==> src/rtl/sram_axi_pkg.sv <==
// Shared types and constants for the SRAM AXI slaves.
package sram_axi_pkg;

  localparam int unsigned AXI_IDS_BITS  = 8;
  localparam int unsigned AXI_ADDR_BITS = 32;
  localparam int unsigned AXI_LEN_BITS  = 4;
  localparam int unsigned AXI_SIZE_BITS = 3;
  localparam int unsigned AXI_DATA_BITS = 32;

  localparam logic [1:0] BURST_FIXED = 2'b00;
  localparam logic [1:0] BURST_INCR  = 2'b01;
  localparam logic [1:0] RESP_OKAY   = 2'b00;

  typedef enum logic [1:0] {
    ST_IDLE  = 2'd0,
    ST_ISSUE = 2'd1,
    ST_WAIT  = 2'd2,
    ST_DATA  = 2'd3
  } rd_state_e;

  // Burst attributes held constant for the life of a burst.
  typedef struct packed {
    logic [AXI_IDS_BITS-1:0]  id;
    logic [AXI_SIZE_BITS-1:0] size;
    logic [1:0]               burst;
  } ar_ctrl_t;

endpackage

==> src/rtl/sram_slave_read_addr_gen.sv <==
// Next beat address for an AXI burst; FIXED holds, everything else increments.
module axi_burst_addr_gen
  import sram_axi_pkg::*;
(
  input  logic [AXI_ADDR_BITS-1:0] addr,
  input  logic [AXI_SIZE_BITS-1:0] size,
  input  logic [1:0]               burst,
  output logic [AXI_ADDR_BITS-1:0] next_addr_c
);

  // WRAP and reserved types fall back to plain increment, 32-bit modulo.
  always_comb begin
    next_addr_c = addr + (AXI_ADDR_BITS'(1) << size);
    if (burst == BURST_FIXED) begin
      next_addr_c = addr;
    end
  end

endmodule

==> src/rtl/sram_slave_read.sv <==
// AXI4 read slave for the on-chip SRAM: one burst at a time, one SRAM access per beat.
module sram_slave_read
  import sram_axi_pkg::*;
#(
  parameter int unsigned MEM_LAT = 1
) (
  input  logic                     ACLK,
  input  logic                     ARESETn,
  input  logic [AXI_IDS_BITS-1:0]  ARID,
  input  logic [AXI_ADDR_BITS-1:0] ARADDR,
  input  logic [AXI_LEN_BITS-1:0]  ARLEN,
  input  logic [AXI_SIZE_BITS-1:0] ARSIZE,
  input  logic [1:0]               ARBURST,
  input  logic                     ARVALID,
  output logic                     ARREADY,
  output logic [AXI_IDS_BITS-1:0]  RID,
  output logic [AXI_DATA_BITS-1:0] RDATA,
  output logic [1:0]               RRESP,
  output logic                     RLAST,
  output logic                     RVALID,
  input  logic                     RREADY,
  input  logic                     isnot_writing,
  output logic                     isnot_reading,
  output logic [AXI_ADDR_BITS-1:0] A,
  output logic                     CEB,
  input  logic [AXI_DATA_BITS-1:0] DO
);

  localparam int unsigned      LAT_W    = 1;
  localparam logic [LAT_W-1:0] LAT_INIT = LAT_W'(MEM_LAT - 1);

  rd_state_e                state;
  rd_state_e                state_nxt;
  ar_ctrl_t                 ctrl_q;
  logic [AXI_ADDR_BITS-1:0] cur_addr;
  logic [AXI_ADDR_BITS-1:0] next_addr_c;
  logic [AXI_LEN_BITS-1:0]  beats_left;
  logic [LAT_W-1:0]         lat_cnt;
  logic [AXI_DATA_BITS-1:0] rdata_reg;
  logic                     ar_hs_c;
  logic                     beat_hs_c;
  logic                     last_c;

  assign last_c = (beats_left == '0);

  axi_burst_addr_gen u_addr_gen (
    .addr        (cur_addr),
    .size        (ctrl_q.size),
    .burst       (ctrl_q.burst),
    .next_addr_c (next_addr_c)
  );

  // State register.
  always_ff @(posedge ACLK or negedge ARESETn) begin
    if (!ARESETn) begin
      state <= ST_IDLE;
    end else begin
      state <= state_nxt;
    end
  end

  // Next state and state-decoded bus/SRAM outputs.
  always_comb begin
    state_nxt     = state;
    ARREADY       = 1'b0;
    RVALID        = 1'b0;
    RLAST         = 1'b0;
    RDATA         = '0;
    RID           = '0;
    RRESP         = RESP_OKAY;
    A             = '0;
    CEB           = 1'b1;
    isnot_reading = 1'b1;
    ar_hs_c       = 1'b0;
    beat_hs_c     = 1'b0;
    case (state)
      ST_IDLE: begin
        // ARREADY tracks the write slave combinationally so contention blocks the handshake.
        ARREADY = isnot_writing & ARESETn;
        ar_hs_c = ARVALID & isnot_writing & ARESETn;
        if (ar_hs_c) begin
          state_nxt = ST_ISSUE;
        end
      end
      ST_ISSUE: begin
        CEB           = 1'b0;
        A             = cur_addr;
        isnot_reading = 1'b0;
        state_nxt     = ST_WAIT;
      end
      ST_WAIT: begin
        isnot_reading = 1'b0;
        if (lat_cnt == '0) begin
          state_nxt = ST_DATA;
        end
      end
      ST_DATA: begin
        RVALID        = 1'b1;
        RDATA         = rdata_reg;
        RID           = ctrl_q.id;
        RLAST         = last_c;
        isnot_reading = 1'b0;
        if (RREADY) begin
          beat_hs_c = 1'b1;
          state_nxt = last_c ? ST_IDLE : ST_ISSUE;
        end
      end
      default: state_nxt = ST_IDLE;
    endcase
  end

  // Burst bookkeeping, latency counter and read-data capture.
  always_ff @(posedge ACLK or negedge ARESETn) begin
    if (!ARESETn) begin
      ctrl_q     <= '0;
      cur_addr   <= '0;
      beats_left <= '0;
      lat_cnt    <= '0;
      rdata_reg  <= '0;
    end else begin
      if (ar_hs_c) begin
        ctrl_q.id    <= ARID;
        ctrl_q.size  <= ARSIZE;
        ctrl_q.burst <= ARBURST;
        cur_addr     <= ARADDR;
        beats_left   <= ARLEN;
      end
      if (state == ST_ISSUE) begin
        lat_cnt <= LAT_INIT;
      end
      if (state == ST_WAIT) begin
        if (lat_cnt == '0) begin
          rdata_reg <= DO;
        end else begin
          lat_cnt <= lat_cnt - LAT_W'(1);
        end
      end
      if (beat_hs_c && !last_c) begin
        beats_left <= beats_left - AXI_LEN_BITS'(1);
        cur_addr   <= next_addr_c;
      end
    end
  end

endmodule

==> config.mk <==
export PLATFORM = sky130hd
export DESIGN_NAME = sram_slave_read
export DESIGN_NICKNAME = d
export VERILOG_FILES = /design/src/rtl/sram_axi_pkg.sv /design/src/rtl/sram_slave_read_addr_gen.sv /design/src/rtl/sram_slave_read.sv
export SDC_FILE = /design/constraint.sdc
export NUM_CORES = 1
export LEC_CHECK = 0
export ABC_CLOCK_PERIOD_IN_PS = 5450
export CORE_UTILIZATION = 47
export DETAILED_ROUTE_END_ITERATION = 12
export PLACE_DENSITY_LB_ADDON = 0.15
export SLEW_MARGIN = 10
export SYNTH_ARGS = -nofsm -noshare
export SYNTH_HDL_FRONTEND = slang
export SYNTH_SLANG_ARGS = --single-unit
==> constraint.sdc <==
create_clock -name ACLK -period 5.45 [get_ports ACLK]
set_clock_uncertainty 0.2 [all_clocks]
set_input_delay 1.09 -clock ACLK [delete_from_list [all_inputs] [get_ports ACLK]]
set_output_delay 1.09 -clock ACLK [all_outputs]
set_load 0.005 [all_outputs]
==> results.cfg <==
[min_path]
min_path_type = reg -> reg
holdPathEnd = ctrl_q[6]
min_from = ctrl_q[6]
holdPathStages = 2

[clock_network]
clock-sinks = 84
cts_buffers = 9
path_clk_slew_ps = 80
htree_num_levels = 3
clockBufferDepth = 2
postCtsSetupBuffers = 0
ctsHoldBuffers = 0
clockRootBuffer = clkbuf_8
insertion_delay_ps = 350
cts_tree = done
cts_resized = 0

[worst_setup_path]
crit_type = reg -> out
r2r-end = cur_addr[13]
cp_slowest_cell = ha_1
start_kind = flop
cp_max_fo = 33
critPathTopFamily = adder cells
ff2ff_setup_slack_ps = 2280
r2r_cells = 7
crit_chain = inv_1 > ha_1 > and2_2 > clkdlybuf4s50_1
arrival_ps = 2420
cp.required_ps = 4160
r2r_start = ctrl_q[2]
cp-end-kind = output pin
critPathBufInv = 2
max_stage_delay_ps = 770

[layout]
fin_area_um2 = 6980
diodes = 0
multi_input_area_um2 = 2830
seq_area_um2 = 2100
final_cells = 850
drive_gt1_share_pct = 10.9
syn2layout_area_growth_pct = 36.3
layout.nets = 809
fillerInstances = 929
fin_util_pct = 66.7

[place]
portBuffers = 162
dp.final_hpwl_um = 10400
routabilityCongestion = 0.907
post_dp_cell_area_um2 = 6810
pre_cts_ws_ps = 1720
placedCellCount = 834

[timing]
fin_hold_ws_ps = 273
min_period_ps = 3710
period_share_pct = 68.0
rsz0062_at_grt = no
fin_ws_ps = 1740
setup_viol = 0
worst_pin_slew_ps = 985
final_max_slew_viol_count = 0
setup_tns_ps = 0
slew-limit-headroom_pct = 33.9
hold_viol = 0
max_freq_ghz = 0.270

[synthesis]
synth_seq_area_share_pct = 41.0
synth.avg_cell_area_um2 = 9.10
yosys-top-cells-count = dfrtp_1, nand2_1, and2_1
synth_cell_types = 70
ys.flop_type = dfrtp_1
synth_area_um2 = 5120
yosys_warnings = 0
yosys.area.top_type_share_pct = 41.0
synth_most_common_cell = dfrtp_1
synth_area_leaders = dfrtp_1, and2_1, mux2_2
async_flop_share_pct = 100
synth_edf_count = 0
synth_cells = 563
synth_top_area_cell = dfrtp_1
synth-seq-cells = 84

[floorplanning]
die_area_um2 = 11300
rows = 37
floorplan.initialDensity_pct = 49.0
fp.dieH_um = 106
coreArea_um2 = 10500
io_pins = 165
die_w_um = 106

[grt]
antenna_found_initial = 0
grt_max_degree = 65
grt_pass1_wl_um = 23800
overflow = 0
grt_pass1_vias = 4812
grt_util_all_layers_pct = 26.8

[run]
maxCapViolCount = 0

[drt]
wl_per_cell_um = 17.0
drtIter0Drc = 271
vias = 4757
dr.pass1.iters = 5
drc = 0
antenna_left = 0
viasPerCell = 5.60
totalWireLength_um = 14500

[power]
p_leak_nw = 2.88
pwr_density_cell_nw_per_um2 = 482
p_total_mw = 3.37
ir_drop_mv = 0.248

[status]
status = finished clean
## layout make-up
| class | instances | share of cell area, % |
|---|---|---|
| Clock buffer | 9 | 1.77 |
| Sequential cell | 84 | 30.1 |
| Multi-Input combinational cell | 435 | 40.5 |
| Tap cell | 136 | 2.44 |
| Inverter | 11 | 0.591 |
| Clock inverter | 7 | 0.717 |
| Timing Repair Buffer | 168 | 23.8 |
## logic make-up after synthesis
group	synth area share, %
flip-flops	41.0
XOR/XNOR	1.03
AO/OA/AOI/OAI	15.4
other	0.0732
buffers and inverters	3.88
adder cells (fa/ha/maj)	3.57
multiplexers	7.62
AND/OR/NAND/NOR	27.4
## worst max path at each step
stage,start,to,slack (ps),cells past startpoint
floorplan,ctrl_q[2],cur_addr[13],2860,8
global placement,RREADY,cur_addr[29],1730,6
detailed placement,RREADY,cur_addr[29],1720,6
CTS,state[1],A[14],1700,4
global route,state[1],A[26],1480,5
finish,state[1],A[14],1740,4
## where the power goes
| part | total (mW) | internal, mW | switching (mW) |
|---|---|---|---|
| clock | 0.409 | 0.167 | 0.242 |
| sequential | 1.21 | 0.927 | 0.278 |
| combinational | 1.75 | 0.940 | 0.810 |
## cells in the final DEF, fill, tap and decap left out, drive strengths merged, types with 4 or more instances in the layout
| cell | instances |
|---|---|
| and2 | 75 |
| dfrtp | 84 |
| and4 | 5 |
| buf | 7 |
| nor3 | 16 |
| o31a | 4 |
| a311oi | 5 |
| nand3 | 25 |
| a31oi | 9 |
| clkbuf | 9 |
| nor2 | 36 |
| and3 | 6 |
| a211oi | 4 |
| clkdlybuf4s50 | 161 |
| o21ai | 21 |
| a21oi | 22 |
| nor3b | 5 |
| o211ai | 9 |
| o22ai | 7 |
| nand2 | 79 |
| nand4 | 5 |
| mux2 | 32 |
| ha | 13 |
| inv | 13 |
| xor2 | 4 |
## tightest hold or removal path: stages, from the launching register on
cell     delay (ps)
dfrtp_1         340
nand2_1          50
nand2_1          50
## per-layer routing
layer	track usage [%]	share of wire, %
met5	0	0
met4	7.63	1.3
met3	8.03	9.6
met2	44.1	47
met1	34.0	42
No activity file was read; power rests on OpenSTA's default activity.
